--- src/rtl/sm_run_ctrl_if.sv ---
// rtl/sm_run_ctrl_if.sv - command, core readout and dump bus for sm_run_ctrl
interface sm_run_ctrl_if #(
    parameter int ADDR_W = 5,
    parameter int CNT_W  = 32
);
    logic              cmd_valid;
    logic              cmd_ready;
    logic [1:0]        cmd_op;
    logic [15:0]       cmd_arg;
    logic              cpu_en;
    logic [ADDR_W-1:0] reg_addr;
    logic [31:0]       reg_data;
    logic              dump_valid;
    logic              dump_ready;
    logic [ADDR_W-1:0] dump_addr;
    logic [31:0]       dump_data;
    logic              halted;
    logic [CNT_W-1:0]  cycle_cnt;

    // master: the controller; slave: host front end plus core readout port
    modport master (
        input  cmd_valid, cmd_op, cmd_arg, reg_data, dump_ready,
        output cmd_ready, cpu_en, reg_addr, dump_valid, dump_addr, dump_data,
               halted, cycle_cnt
    );

    modport slave (
        output cmd_valid, cmd_op, cmd_arg, reg_data, dump_ready,
        input  cmd_ready, cpu_en, reg_addr, dump_valid, dump_addr, dump_data,
               halted, cycle_cnt
    );
endinterface

--- src/rtl/sm_run_ctrl.sv ---
// rtl/sm_run_ctrl.sv - run/halt/step/register-dump controller for the schoolMIPS core
module sm_run_ctrl #(
    parameter int REG_COUNT = 32,
    parameter int ADDR_W    = 5,
    parameter int CNT_W     = 32,
    parameter int READ_LAT  = 0
) (
    input  logic          clk,
    input  logic          rst_p,
    sm_run_ctrl_if.master bus
);
    localparam logic [1:0] OP_HALT = 2'b00;
    localparam logic [1:0] OP_RUN  = 2'b01;
    localparam logic [1:0] OP_STEP = 2'b10;
    localparam logic [1:0] OP_DUMP = 2'b11;

    localparam logic [ADDR_W-1:0] LAST_ADDR = ADDR_W'(REG_COUNT - 1);
    localparam logic [2:0]        WAIT_LOAD = 3'(READ_LAT);

    typedef enum logic [2:0] {
        HALTED    = 3'd0,
        RUN       = 3'd1,
        STEP      = 3'd2,
        DUMP_WAIT = 3'd3,
        DUMP_OUT  = 3'd4
    } runState_t;

    runState_t         state, stateNext;
    logic [15:0]       stepCnt, stepCntNext;
    logic [2:0]        waitCnt, waitCntNext;
    logic [ADDR_W-1:0] regAddr, regAddrNext;
    logic              dumpValid, dumpValidNext;
    logic [ADDR_W-1:0] dumpAddr, dumpAddrNext;
    logic [31:0]       dumpData, dumpDataNext;
    logic              cpuEn, cpuEnNext;
    logic [CNT_W-1:0]  cycleCnt;
    logic              cmdReady;
    logic              cmdAccept;

    // Ready depends on state only, so a command can land on the first HALTED cycle.
    assign cmdReady  = (state == HALTED) || (state == RUN);
    assign cmdAccept = bus.cmd_valid && cmdReady;

    always_ff @(posedge clk or posedge rst_p) begin
        if (rst_p) begin
            state     <= HALTED;
            stepCnt   <= '0;
            waitCnt   <= '0;
            regAddr   <= '0;
            dumpValid <= 1'b0;
            dumpAddr  <= '0;
            dumpData  <= '0;
            cpuEn     <= 1'b0;
            cycleCnt  <= '0;
        end else begin
            state     <= stateNext;
            stepCnt   <= stepCntNext;
            waitCnt   <= waitCntNext;
            regAddr   <= regAddrNext;
            dumpValid <= dumpValidNext;
            dumpAddr  <= dumpAddrNext;
            dumpData  <= dumpDataNext;
            cpuEn     <= cpuEnNext;
            cycleCnt  <= cycleCnt + CNT_W'(cpuEn);
        end
    end

    always_comb begin
        stateNext     = state;
        stepCntNext   = stepCnt;
        waitCntNext   = waitCnt;
        regAddrNext   = regAddr;
        dumpValidNext = dumpValid;
        dumpAddrNext  = dumpAddr;
        dumpDataNext  = dumpData;

        case (state)
            HALTED: begin
                if (cmdAccept) begin
                    case (bus.cmd_op)
                        OP_RUN: stateNext = RUN;
                        OP_STEP: begin
                            if (bus.cmd_arg != 16'd0) begin
                                stepCntNext = bus.cmd_arg;
                                stateNext   = STEP;
                            end
                        end
                        OP_DUMP: begin
                            regAddrNext = '0;
                            waitCntNext = WAIT_LOAD;
                            stateNext   = DUMP_WAIT;
                        end
                        default: stateNext = HALTED;
                    endcase
                end
            end

            RUN: begin
                // Anything but RUN stops the core; the op itself is dropped.
                if (cmdAccept && (bus.cmd_op != OP_RUN)) begin
                    stateNext = HALTED;
                end
            end

            STEP: begin
                if (stepCnt <= 16'd1) begin
                    stepCntNext = 16'd0;
                    stateNext   = HALTED;
                end else begin
                    stepCntNext = stepCnt - 16'd1;
                end
            end

            DUMP_WAIT: begin
                if (waitCnt == 3'd0) begin
                    dumpDataNext  = bus.reg_data;
                    dumpAddrNext  = regAddr;
                    dumpValidNext = 1'b1;
                    stateNext     = DUMP_OUT;
                end else begin
                    waitCntNext = waitCnt - 3'd1;
                end
            end

            DUMP_OUT: begin
                if (bus.dump_ready) begin
                    dumpValidNext = 1'b0;
                    if (dumpAddr == LAST_ADDR) begin
                        regAddrNext = '0;
                        stateNext   = HALTED;
                    end else begin
                        regAddrNext = regAddr + ADDR_W'(1);
                        waitCntNext = WAIT_LOAD;
                        stateNext   = DUMP_WAIT;
                    end
                end
            end

            default: stateNext = HALTED;
        endcase

        cpuEnNext = (stateNext == RUN) || (stateNext == STEP);
    end

    assign bus.cmd_ready  = cmdReady;
    assign bus.cpu_en     = cpuEn;
    assign bus.reg_addr   = regAddr;
    assign bus.dump_valid = dumpValid;
    assign bus.dump_addr  = dumpAddr;
    assign bus.dump_data  = dumpData;
    assign bus.halted     = (state == HALTED);
    assign bus.cycle_cnt  = cycleCnt;
endmodule

--- src/flat_wrapper.sv ---
// flat-port wrapper written by rule: the top's interface ports become plain ports
module sm_run_ctrl_flat 
#(
    parameter int REG_COUNT = 32,
    parameter int ADDR_W    = 5,
    parameter int CNT_W     = 32,
    parameter int READ_LAT  = 0
)
  (clk, rst_p, bus_cmd_valid, bus_cmd_op, bus_cmd_arg, bus_reg_data, bus_dump_ready, bus_cmd_ready, bus_cpu_en, bus_reg_addr, bus_dump_valid, bus_dump_addr, bus_dump_data, bus_halted, bus_cycle_cnt);
  sm_run_ctrl_if #(.ADDR_W(ADDR_W), .CNT_W(CNT_W)) bus_i ();
  input  logic clk;
  input  logic rst_p;
  input wire logic [$bits(bus_i.cmd_valid)-1:0] bus_cmd_valid;
  input wire logic [$bits(bus_i.cmd_op)-1:0] bus_cmd_op;
  input wire logic [$bits(bus_i.cmd_arg)-1:0] bus_cmd_arg;
  input wire logic [$bits(bus_i.reg_data)-1:0] bus_reg_data;
  input wire logic [$bits(bus_i.dump_ready)-1:0] bus_dump_ready;
  output wire logic [$bits(bus_i.cmd_ready)-1:0] bus_cmd_ready;
  output wire logic [$bits(bus_i.cpu_en)-1:0] bus_cpu_en;
  output wire logic [$bits(bus_i.reg_addr)-1:0] bus_reg_addr;
  output wire logic [$bits(bus_i.dump_valid)-1:0] bus_dump_valid;
  output wire logic [$bits(bus_i.dump_addr)-1:0] bus_dump_addr;
  output wire logic [$bits(bus_i.dump_data)-1:0] bus_dump_data;
  output wire logic [$bits(bus_i.halted)-1:0] bus_halted;
  output wire logic [$bits(bus_i.cycle_cnt)-1:0] bus_cycle_cnt;
  assign bus_i.cmd_valid = bus_cmd_valid;
  assign bus_i.cmd_op = bus_cmd_op;
  assign bus_i.cmd_arg = bus_cmd_arg;
  assign bus_i.reg_data = bus_reg_data;
  assign bus_i.dump_ready = bus_dump_ready;
  assign bus_cmd_ready = bus_i.cmd_ready;
  assign bus_cpu_en = bus_i.cpu_en;
  assign bus_reg_addr = bus_i.reg_addr;
  assign bus_dump_valid = bus_i.dump_valid;
  assign bus_dump_addr = bus_i.dump_addr;
  assign bus_dump_data = bus_i.dump_data;
  assign bus_halted = bus_i.halted;
  assign bus_cycle_cnt = bus_i.cycle_cnt;
  sm_run_ctrl #(.REG_COUNT(REG_COUNT), .ADDR_W(ADDR_W), .CNT_W(CNT_W), .READ_LAT(READ_LAT)) u_core (.clk(clk), .rst_p(rst_p), .bus(bus_i));
endmodule
--- config.mk ---
export PLATFORM = sky130hd
export DESIGN_NAME = sm_run_ctrl_flat
export DESIGN_NICKNAME = d
export VERILOG_FILES = /design/src/rtl/sm_run_ctrl_if.sv /design/src/rtl/sm_run_ctrl.sv /design/src/flat_wrapper.sv
export SDC_FILE = /design/constraint.sdc
export NUM_CORES = 1
export LEC_CHECK = 0
export CAP_MARGIN = 15
export CORE_ASPECT_RATIO = 1.1
export CORE_MARGIN = 1
export CORE_UTILIZATION = 30
export CTS_CLUSTER_DIAMETER = 120
export CTS_CLUSTER_SIZE = 8
export DETAILED_ROUTE_END_ITERATION = 10
export HOLD_SLACK_MARGIN = 0.1
export PLACE_DENSITY = 0.66
export SLEW_MARGIN = 20
export SYNTH_ARGS = -nofsm -noshare
export SYNTH_HDL_FRONTEND = slang
export SYNTH_SLANG_ARGS = --single-unit
--- constraint.sdc ---
create_clock -name clk -period 3.5 [get_ports clk]
set_input_delay 0.525 -clock clk [delete_from_list [all_inputs] [get_ports clk]]
set_output_delay 0.525 -clock clk [all_outputs]
set_load 0.01 [all_outputs]
# After elaboration in Yosys (flattened, before gate mapping)
# Index checks and enable logic that the tools add are counted.
dict set report totals {
  reg_bits 98
  latchBits 0
  ramBits 0
  romBits 0
  inputBits 54
  out_inout_bits 78
  elab_cells 77
  memories 0
}
dict set report op_classes {
  addsub 4
  n_mul 0
  div_mod_pow 0
  order_cmp 1
  n_eq_ne 19
  shift 0
  n_mux 28
  bitwise 0
  n_reduce_logical 16
}
# operator n
set op_table {}
lappend op_table {{$mux W16} 4}
lappend op_table {{$mux W3} 11}
lappend op_table {{$add A32 B1 Y32} 1}
lappend op_table {{$pmux W16 S2} 1}
lappend op_table {{$mux W5} 4}
lappend op_table {{$pmux W3 S3} 2}
lappend op_table {{$le A16 B1 Y1 const B} 1}
lappend op_table {{$reduce_bool A16 Y1} 1}
lappend op_table {{$sub A16 B1 Y16 const B} 1}
lappend op_table {{$pmux W3 S5} 1}
lappend op_table {{$ne A2 B1 Y1 const B} 6}
lappend op_table {{$pmux W5 S2} 1}
lappend op_table {{$eq A3 B2 Y1 const B} 3}
lappend op_table {{$reduce_and A4 Y1} 2}
lappend op_table {{$eq A3 B1 Y1 const B} 2}
lappend op_table {{$logic_not A3 Y1} 2}
lappend op_table {{$ne A2 B2 Y1 const B} 3}
lappend op_table {{$reduce_and A6 Y1} 1}
lappend op_table {{$reduce_bool A2 Y1} 3}
lappend op_table {{$add A5 B1 Y5 const B} 1}
lappend op_table {{$eq A5 B5 Y1 const B} 1}
lappend op_table {{$eq A2 B2 Y1 const B} 2}
lappend op_table {{$eq A3 B3 Y1 const B} 1}
lappend op_table {{$reduce_and A3 Y1} 1}
lappend op_table {{9 further kinds} 12}

# Longest topological paths before layout
# Gate-level depths: netlist (run 1).
dict set report depth {
  ltp_word 8
  mapped_depth 8
  depth_no_buf 7
}

# Worst setup path after synthesis (run 1)
# OpenSTA, ideal clock, no wires.
dict set report synth_path {
  kind {reg-to-reg}
  from {register u_core.stepCnt[0]}
  to {register u_core.stepCnt[14]}
  setup_ns 0.078
  arrival_time_ns 1.879
  required_ns 3.422
  slack_ns 1.543
  stages_incl_launch_ff 8
  n_path_buf 0
  synth_period_minus_slack_ns 1.957
  cell_sequence {dfrtp_1 inv_1 ha_1 nor3b_1 nand2_1 or4_4 o31ai_2 o2bb2ai_1}
}
dict set report synth_via {
  elab_chain_len 3
  word_cells_on_any_way 4
  classes_between {add/sub (1); order compare (1); mux (2)}
}
# element line
set synth_lines {}
lappend synth_lines {{start, declared} sm_run_ctrl.sv:29} ;# logic [15:0] stepCnt, stepCntNext;
lappend synth_lines {{start signal, assigned} sm_run_ctrl.sv:57} ;# stepCnt <= stepCntNext;
lappend synth_lines {{$sub A16 B1 Y16 or $le A16 B1 Y1 (tied branches)} {sm_run_ctrl.sv:110, sm_run_ctrl.sv:106}}
lappend synth_lines {{$mux W16 *} sm_run_ctrl.sv:106} ;# if (stepCnt <= 16'd1) begin
lappend synth_lines {{$pmux W16 S2 *} sm_run_ctrl.sv:77} ;# case (state)
# Every way passes the cells marked *; elsewhere a longest branch is shown, timed or not.
# A chain may end at the register's enable or synchronous reset.

# Final worst setup path (run 1)
dict set report layout_path {
  from {register u_core.state[2]}
  to {register u_core.stepCnt[6]}
}
dict set report layout_via {
  elab_chain_len 5
  word_cells_on_any_way 11
  classes_between {eq/ne (5); mux (1); reduce/logical (5)}
}
# element line
set layout_lines {}
lappend layout_lines {{start, declared} sm_run_ctrl.sv:28} ;# runState_t state, stateNext;
lappend layout_lines {{start signal, assigned} sm_run_ctrl.sv:56} ;# state <= stateNext;
lappend layout_lines {{$eq A3 B1 Y1 or $logic_not A3 Y1 (tied branches)} {sm_run_ctrl.sv:41, sm_run_ctrl.sv:77}}
lappend layout_lines {{$logic_or A1 B1 Y1} sm_run_ctrl.sv:41} ;# assign cmdReady = (state == HALTED) || (state == RUN);
lappend layout_lines {{$logic_and A1 B1 Y1} sm_run_ctrl.sv:42} ;# assign cmdAccept = bus.cmd_valid && cmdReady;
lappend layout_lines {{$ne A2 B1 Y1 (no line)} -}
lappend layout_lines {{$reduce_and A4 Y1 (no line)} -}
# Several ways; a longest one is shown, not always the timed one.

==> reports/results.ini, run 1 <==
[global_route]
grt_pass1_wl_mm = 17.8
grt_max_degree = 60
grt_pass1_vias = 3557
overflow = 0
antenna_found_initial = 0
grt_usage = 0.144

[timing]
tightestPinTransition_ns = 0.942
hold_viol = 0
setup_viol = 0
slew_headroom = 0.372
fin_crit_sh = 0.720
fin_crit_ns = 2.52
hold_ws_ns = 0.464
rsz0062_at_grt = no
max_freq_mhz = 397
finClkSkew_ns = 0.00963
fin_ws_ns = 0.981
finalMaxSlewViolations = 0
fin_setup_tns_ns = 0

[layout]
multi_input_area_um2 = 1970
ff_latch_area_um2 = 2450
final_cell_mix = clkdlybuf4s50_1, dfrtp_1, mux2_2
fillers = 1349
drive_gt1_frac = 0.121
final_nets = 585
num_antenna_cells = 0
areaGrowthSynthToFinish_pct = 40.8
final_common_cell = clkdlybuf4s50_1

[setup_path]
worst_path_max_delay_cell = a21oi_1
critical_path_class = flop to flop
setup.worst_path.start_class = flop
cp-startpoint = u_core.state[2]$_DFF_PP0_
path_max_fanout = 23
crit_chain = nor2_1 -> nand2_1 -> a21oi_1 -> a32oi_1 -> o2bb2ai_1
critPathRequiredTime_ns = 3.76
crit_arrival_ns = 2.78
r2r_start = u_core.state[2]$_DFF_PP0_
slowest_delay_ns = 0.92
end_kind = flop

[clock_network]
cts_tree = built
cts_buffer_depth = 2
cts_setup_buffers = 0
cts_buffers = 9
cts_sinks = 98
post_cts_resized = 0
cts-hold-fix-buffers = 0
clk_latency_ns = 0.34
cts_root_buffer = clkbuf_16
cts_max_level = 3
clk_pin_slew_ns = 0.07

[route]
drt_wl_total_mm = 10.9
num_vias = 3619
first_pass_iters = 4
dr.first_iter.drc_count = 161
wl_per_cell_um = 15.1
antenna_left = 0
drc = 0
vias_per_cell = 5.03

[die]
die_h_um = 131
start_util = 0.311
rows = 46
die_x_um = 119
io_pins = 132
die-area_um2 = 15600
core_um2 = 14600

[flow_run]
cap_violations = 0

[place]
hpwlAfterDp_mm = 7.83
dp_slack_ns = 0.673
place_congestion = 0.827
io_buffers = 131

[synthesis]
synth-main-ff-cell = dfrtp_1
synthDistinctLibCells = 50
syn_area_per_cell_um2 = 11.5
postSynthCellCount = 394
ys_warn_count = 0
ys_seq_elements = 98
syn_nets = 455
synth.cell_area_um2 = 4520
synth_enable_flop_cells = 0
yosysSeqAreaShare = 0.542
async_flop_share = 1.00

[worst_hold_path]
holdCritStartpoint = u_core.bus.cycle_cnt[31]$_DFF_PP0_
min-delay-path-class = flop to flop

[power]
irDropWorstVdd_mv = 0.348
cellLeakagePower_uw = 0.00260
powerDensity_nw_per_um2 = 730

[status]
status = finished, final reports clean

==> cells in the mapped netlist (all sizes together), types with 7 or more instances <==
library cell / instances / area (µm²)
dfrtp: 98 / 2450
mux2: 38 / 428
nand2: 28 / 105
o21ai: 22 / 110
nand3: 21 / 105
xnor2: 19 / 166
nor2: 18 / 67.6
nor3: 12 / 60.1
xor2: 12 / 105
inv: 11 / 41.3
nor4: 10 / 87.6
a21oi: 8 / 40.0
o2bb2ai: 8 / 70.1
buf: 7 / 42.5
clkbuf: 7 / 26.3
ha: 7 / 87.6
nand4: 7 / 43.8
==> worst max-delay path, delay by kind of cell, from the launching register on <==
family | cells | cell delay (ns)
compound gates | 3 | 1.35
flops | 1 | 0.46
simple gates | 2 | 0.62
==> through the flow <==
step	util	cell area, µm²	instances	total power (µW)
2_1_floorplan	-	4520	394	2770
3_3_place_gp	0.415	6040	704	3560
3_5_place_dp	0.415	6040	704	3630
4_1_cts	0.436	6340	718	4690
5_1_grt	0.437	6370	719	4960
6_report	0.437	6370	719	4650
==> sequential cells by signal, indices dropped and copies added (netlist names) <==
signal and flops:
u_core.stepCnt 16, u_core.bus.cycle_cnt 32, u_core.waitCnt 3, u_core.bus.reg_addr 5
u_core.bus.dump_valid 1, u_core.bus.dump_addr 5, u_core.bus.cpu_en 1, u_core.bus.dump_data 32
u_core.state 3
==> report_power, final <==
part           switching (µW)  internal [µW]  total, µW
clock network             399            637       1040
registers                 314           1510       1820
logic                     808            986       1790
total                    1520           3130       4650
==> path summary, 6_finish.rpt <==
check	end	slack [ns]	cells after the start
max	u_core.stepCnt[6]$_DFFE_PP0P_	0.98	5
min	u_core.bus.cycle_cnt[31]$_DFF_PP0_	0.46	1
max reg2reg	u_core.stepCnt[6]$_DFFE_PP0P_	0.98	5
min reg2reg	u_core.bus.cycle_cnt[31]$_DFF_PP0_	0.46	1
max in group asynchronous	u_core.bus.cycle_cnt[18]$_DFF_PP0_	2.12	3
min in group asynchronous	u_core.bus.cycle_cnt[22]$_DFF_PP0_	0.68	2
==> routing by layer <==
metal  vias up  GRT usage  routed length, µm
met1      1779      0.181               4710
met5         -          0                  0
met3        16     0.0295                608
met2       119      0.241               5330
met4         0     0.0625                199
li1       1705          -                  -
==> cell type report <==
| class | count | area share |
|---|---|---|
| timing repair buffer | 133 | 0.212 |
| clock buffer | 11 | 0.0381 |
| sequential | 98 | 0.385 |
| multi-input combinational | 271 | 0.310 |
| inverter | 11 | 0.00688 |
| tap | 192 | 0.0377 |
| clock inverter | 3 | 0.0102 |
==> logic make-up (layout without fill, tap and decap cells) <==
logic type / after synthesis / after routing / share of synthesized area
AO/OA/AOI/OAI: 72 / 72 / 0.111
XOR/XNOR: 31 / 31 / 0.0600
adder cells (fa/ha/maj): 7 / 7 / 0.0194
buffers and inverters: 25 / 158 / 0.0243
flip-flops: 98 / 98 / 0.542
multiplexers: 38 / 38 / 0.0946
AND/OR/NAND/NOR: 123 / 123 / 0.149
(Power assumes the default switching activity.)
==> run 2: changes to the inputs <==
--- a/config.mk
+++ b/config.mk
@@ -13,7 +13,7 @@
 export CTS_CLUSTER_SIZE = 8
 export DETAILED_ROUTE_END_ITERATION = 10
 export HOLD_SLACK_MARGIN = 0.1
-export PLACE_DENSITY = 0.66
+export PLACE_DENSITY = 0.68
 export SLEW_MARGIN = 20
 export SYNTH_ARGS = -nofsm -noshare
 export SYNTH_HDL_FRONTEND = slang
==> constraint.sdc (replaced) <==
create_clock -name clk -period 2 [get_ports clk]
set_input_delay 0.3 -clock clk [delete_from_list [all_inputs] [get_ports clk]]
set_output_delay 0.3 -clock clk [all_outputs]
set_load 0.01 [all_outputs]
==> reports/results.ini, run 2 (synthesis results as in run 1) <==
[setup_path]
end_kind = output pin  ; was flop
worst_path_max_delay_cell = clkdlybuf4s50_1  ; was a21oi_1
crit_arrival_ns = 1.64  ; was 2.78 ns
critPathRequiredTime_ns = 1.70  ; was 3.76 ns
worst-r2r-setup-slack_ns = 0.12  ; was 0.98 ns
crit_chain = nor3_4 -> clkdlybuf4s50_1  ; was nor2_1 -> nand2_1 -> a21oi_1 -> a32oi_1 -> o2bb2ai_1
reg2reg_depth = 6  ; was 5
r2r_start = u_core.stepCnt[14]$_DFFE_PP0P_  ; was u_core.state[2]$_DFF_PP0_
slowest_delay_ns = 0.59  ; was 0.92 ns
path_max_fanout = 8  ; was 23
r2r-end = u_core.stepCnt[8]$_DFFE_PP0P_  ; was u_core.stepCnt[6]$_DFFE_PP0P_
setup.worst_path.start_class = flop  ; unchanged
critical_path_class = flop to output pin  ; was flop to flop

[timing]
finalMaxSlewViolations = 0  ; unchanged
hold_viol = 0  ; unchanged
tightestPinTransition_ns = 0.532  ; was 0.942 ns
fin_crit_ns = 1.94
fin_crit_sh = 0.969
setup_viol = 0  ; unchanged
fin_setup_tns_ns = 0  ; unchanged
finClkSkew_ns = 0.0106  ; was 0.00963 ns
rsz0062_at_grt = no  ; unchanged
max_freq_mhz = 516
slew_headroom = 0.645  ; was 0.372

[global_route]
antenna_found_initial = 0  ; unchanged
grt_pass1_vias = 3841  ; was 3557
grt_pass1_wl_mm = 18.8  ; was 17.8 mm
overflow = 0  ; unchanged
grt_max_degree = 99  ; was 60
grt_usage = 0.151  ; was 0.144

[status]
status = finished, final reports clean  ; unchanged

[place]
place_congestion = 0.873  ; was 0.827
post_dp_cell_area_um2 = 6350  ; was 6040 µm²
dpl.cell_count = 744  ; was 704
hpwlAfterDp_mm = 8.27  ; was 7.83 mm
io_buffers = 131  ; unchanged

[power]
internal_power_uw = 5620  ; was 3130 µW
cellLeakagePower_uw = 0.00281  ; was 0.00260 µW
powerDensity_nw_per_um2 = 1260  ; was 730 nW/µm²
p_switching_uw = 2860  ; was 1520 µW
power_frac_seq = 0.377  ; was 0.391
p_comb_frac = 0.432  ; was 0.386
switching_share = 0.337  ; was 0.327
clkPwrFrac = 0.191  ; was 0.223
irDropWorstVdd_mv = 0.604  ; was 0.348 mV

[clock_network]
clk_pin_slew_ns = 0.07  ; about the same
cts_root_buffer = clkbuf_16  ; unchanged
clk_latency_ns = 0.34  ; about the same
cts_tree = built  ; unchanged
cts_sinks = 98  ; unchanged
cts_max_level = 3  ; unchanged
cts_buffers = 9  ; unchanged
cts_buffer_depth = 2  ; unchanged
cts-hold-fix-buffers = 0  ; unchanged

[die]
start_util = 0.311  ; unchanged
io_pins = 132  ; unchanged
die_x_um = 119  ; unchanged
die_h_um = 131  ; unchanged
rows = 46  ; unchanged
core_um2 = 14600  ; unchanged
die-area_um2 = 15600  ; unchanged

[layout]
final_area_um2 = 6730  ; was 6370 µm²
final_common_cell = clkdlybuf4s50_1  ; unchanged
drive_gt1_frac = 0.208  ; was 0.121
fillers = 1347  ; was 1349
fin_cells = 763  ; was 719
final_cell_mix = clkdlybuf4s50_1, dfrtp_1, buf_4  ; was clkdlybuf4s50_1, dfrtp_1, mux2_2
final_util = 0.462  ; was 0.437
final_nets = 627  ; was 585
areaGrowthSynthToFinish_pct = 48.7  ; was 40.8%
num_antenna_cells = 0  ; unchanged

[route]
num_vias = 3795  ; was 3619
dr.first_iter.drc_count = 210  ; was 161
drc = 0  ; unchanged
drt_wl_total_mm = 11.3  ; was 10.9 mm
antenna_left = 0  ; unchanged
first_pass_iters = 4  ; unchanged
wl_per_cell_um = 14.9  ; was 15.1 µm
vias_per_cell = 4.97  ; was 5.03

[worst_hold_path]
min-delay-path-class = primary input to asynchronous set/reset pin  ; was flop to flop

[flow_run]
cap_violations = 0  ; unchanged

run 2: power groups by stage:
stage | Combinational [µW] | Clock, µW | Sequential [µW]
final | 3660 | 1620 | 3200
after global routing | 3990 | 1760 | 3300
after CTS | 3630 | 1690 | 3170
after detailed placement | 3540 | 0 | 3190
after global placement | 3460 | 0 | 3150
after floorplan | 1550 | 0 | 3310
run 2: cell type report:
cell class | count | area [µm²] | area share
multi-input combinational | 271 | 2040 | 0.303
sequential | 98 | 2450 | 0.365
clock buffer | 12 | 246 | 0.0366
timing repair buffer | 175 | 1680 | 0.250
clock inverter | 4 | 27.5 | 0.00409
tap | 192 | 240 | 0.0357
inverter | 11 | 45.0 | 0.00669
run 2: critical path: cells and delay by family (launching register included):
kind | cells | cell delay [ns]
DFF | 1 | 0.47
buffers and inverters | 1 | 0.59
and+or+nand+nor | 1 | 0.25
run 2: metal layers:
| layer | wire length [µm] | vias to the layer above | GRT usage |
|---|---|---|---|
| li1 | - | 1782 | - |
| met1 | 4760 | 1866 | 0.182 |
| met2 | 5720 | 125 | 0.259 |
| met3 | 610 | 22 | 0.0386 |
| met4 | 246 | 0 | 0.0633 |
| met5 | 0 | - | 0 |
run 2: what timing repair did:
| item | 4_1_cts | 5_1_grt |
|---|---|---|
| pin swaps | 1 | 2 |
| resized for setup | 3 | 14 |
| buffers inserted | 2 | 1 |
| gates cloned | 0 | 0 |
| setup endpoints to repair | 2 | 16 |
run 2: through the flow:
step	total power (µW)	setup slack (ns)	hold WS, ns
floorplan	4860	0.0428	0.434
global placement	6610	-0.115	0.459
detailed placement	6730	-0.142	0.458
CTS	8500	0.0263	0.469
global route	9050	0.000768	0.477
finish	8470	0.0615	0.466
run 2: how the worst max path moves through the flow:
stage	from	to	slack, ns	cells past startpoint
after global routing	u_core.stepCnt[14]$_DFFE_PP0P_	u_core.stepCnt[15]$_DFFE_PP0P_	0.0008	6
after floorplan	u_core.stepCnt[0]$_DFFE_PP0P_	u_core.stepCnt[14]$_DFFE_PP0P_	0.04	7
final	u_core.state[2]$_DFF_PP0_	bus_halted	0.06	2
after CTS	u_core.stepCnt[0]$_DFFE_PP0P_	u_core.stepCnt[14]$_DFFE_PP0P_	0.03	7
after detailed placement	bus_cmd_arg[2]	u_core.stepCnt[11]$_DFFE_PP0P_	-0.14	8
after global placement	bus_cmd_arg[2]	u_core.stepCnt[11]$_DFFE_PP0P_	-0.12	8
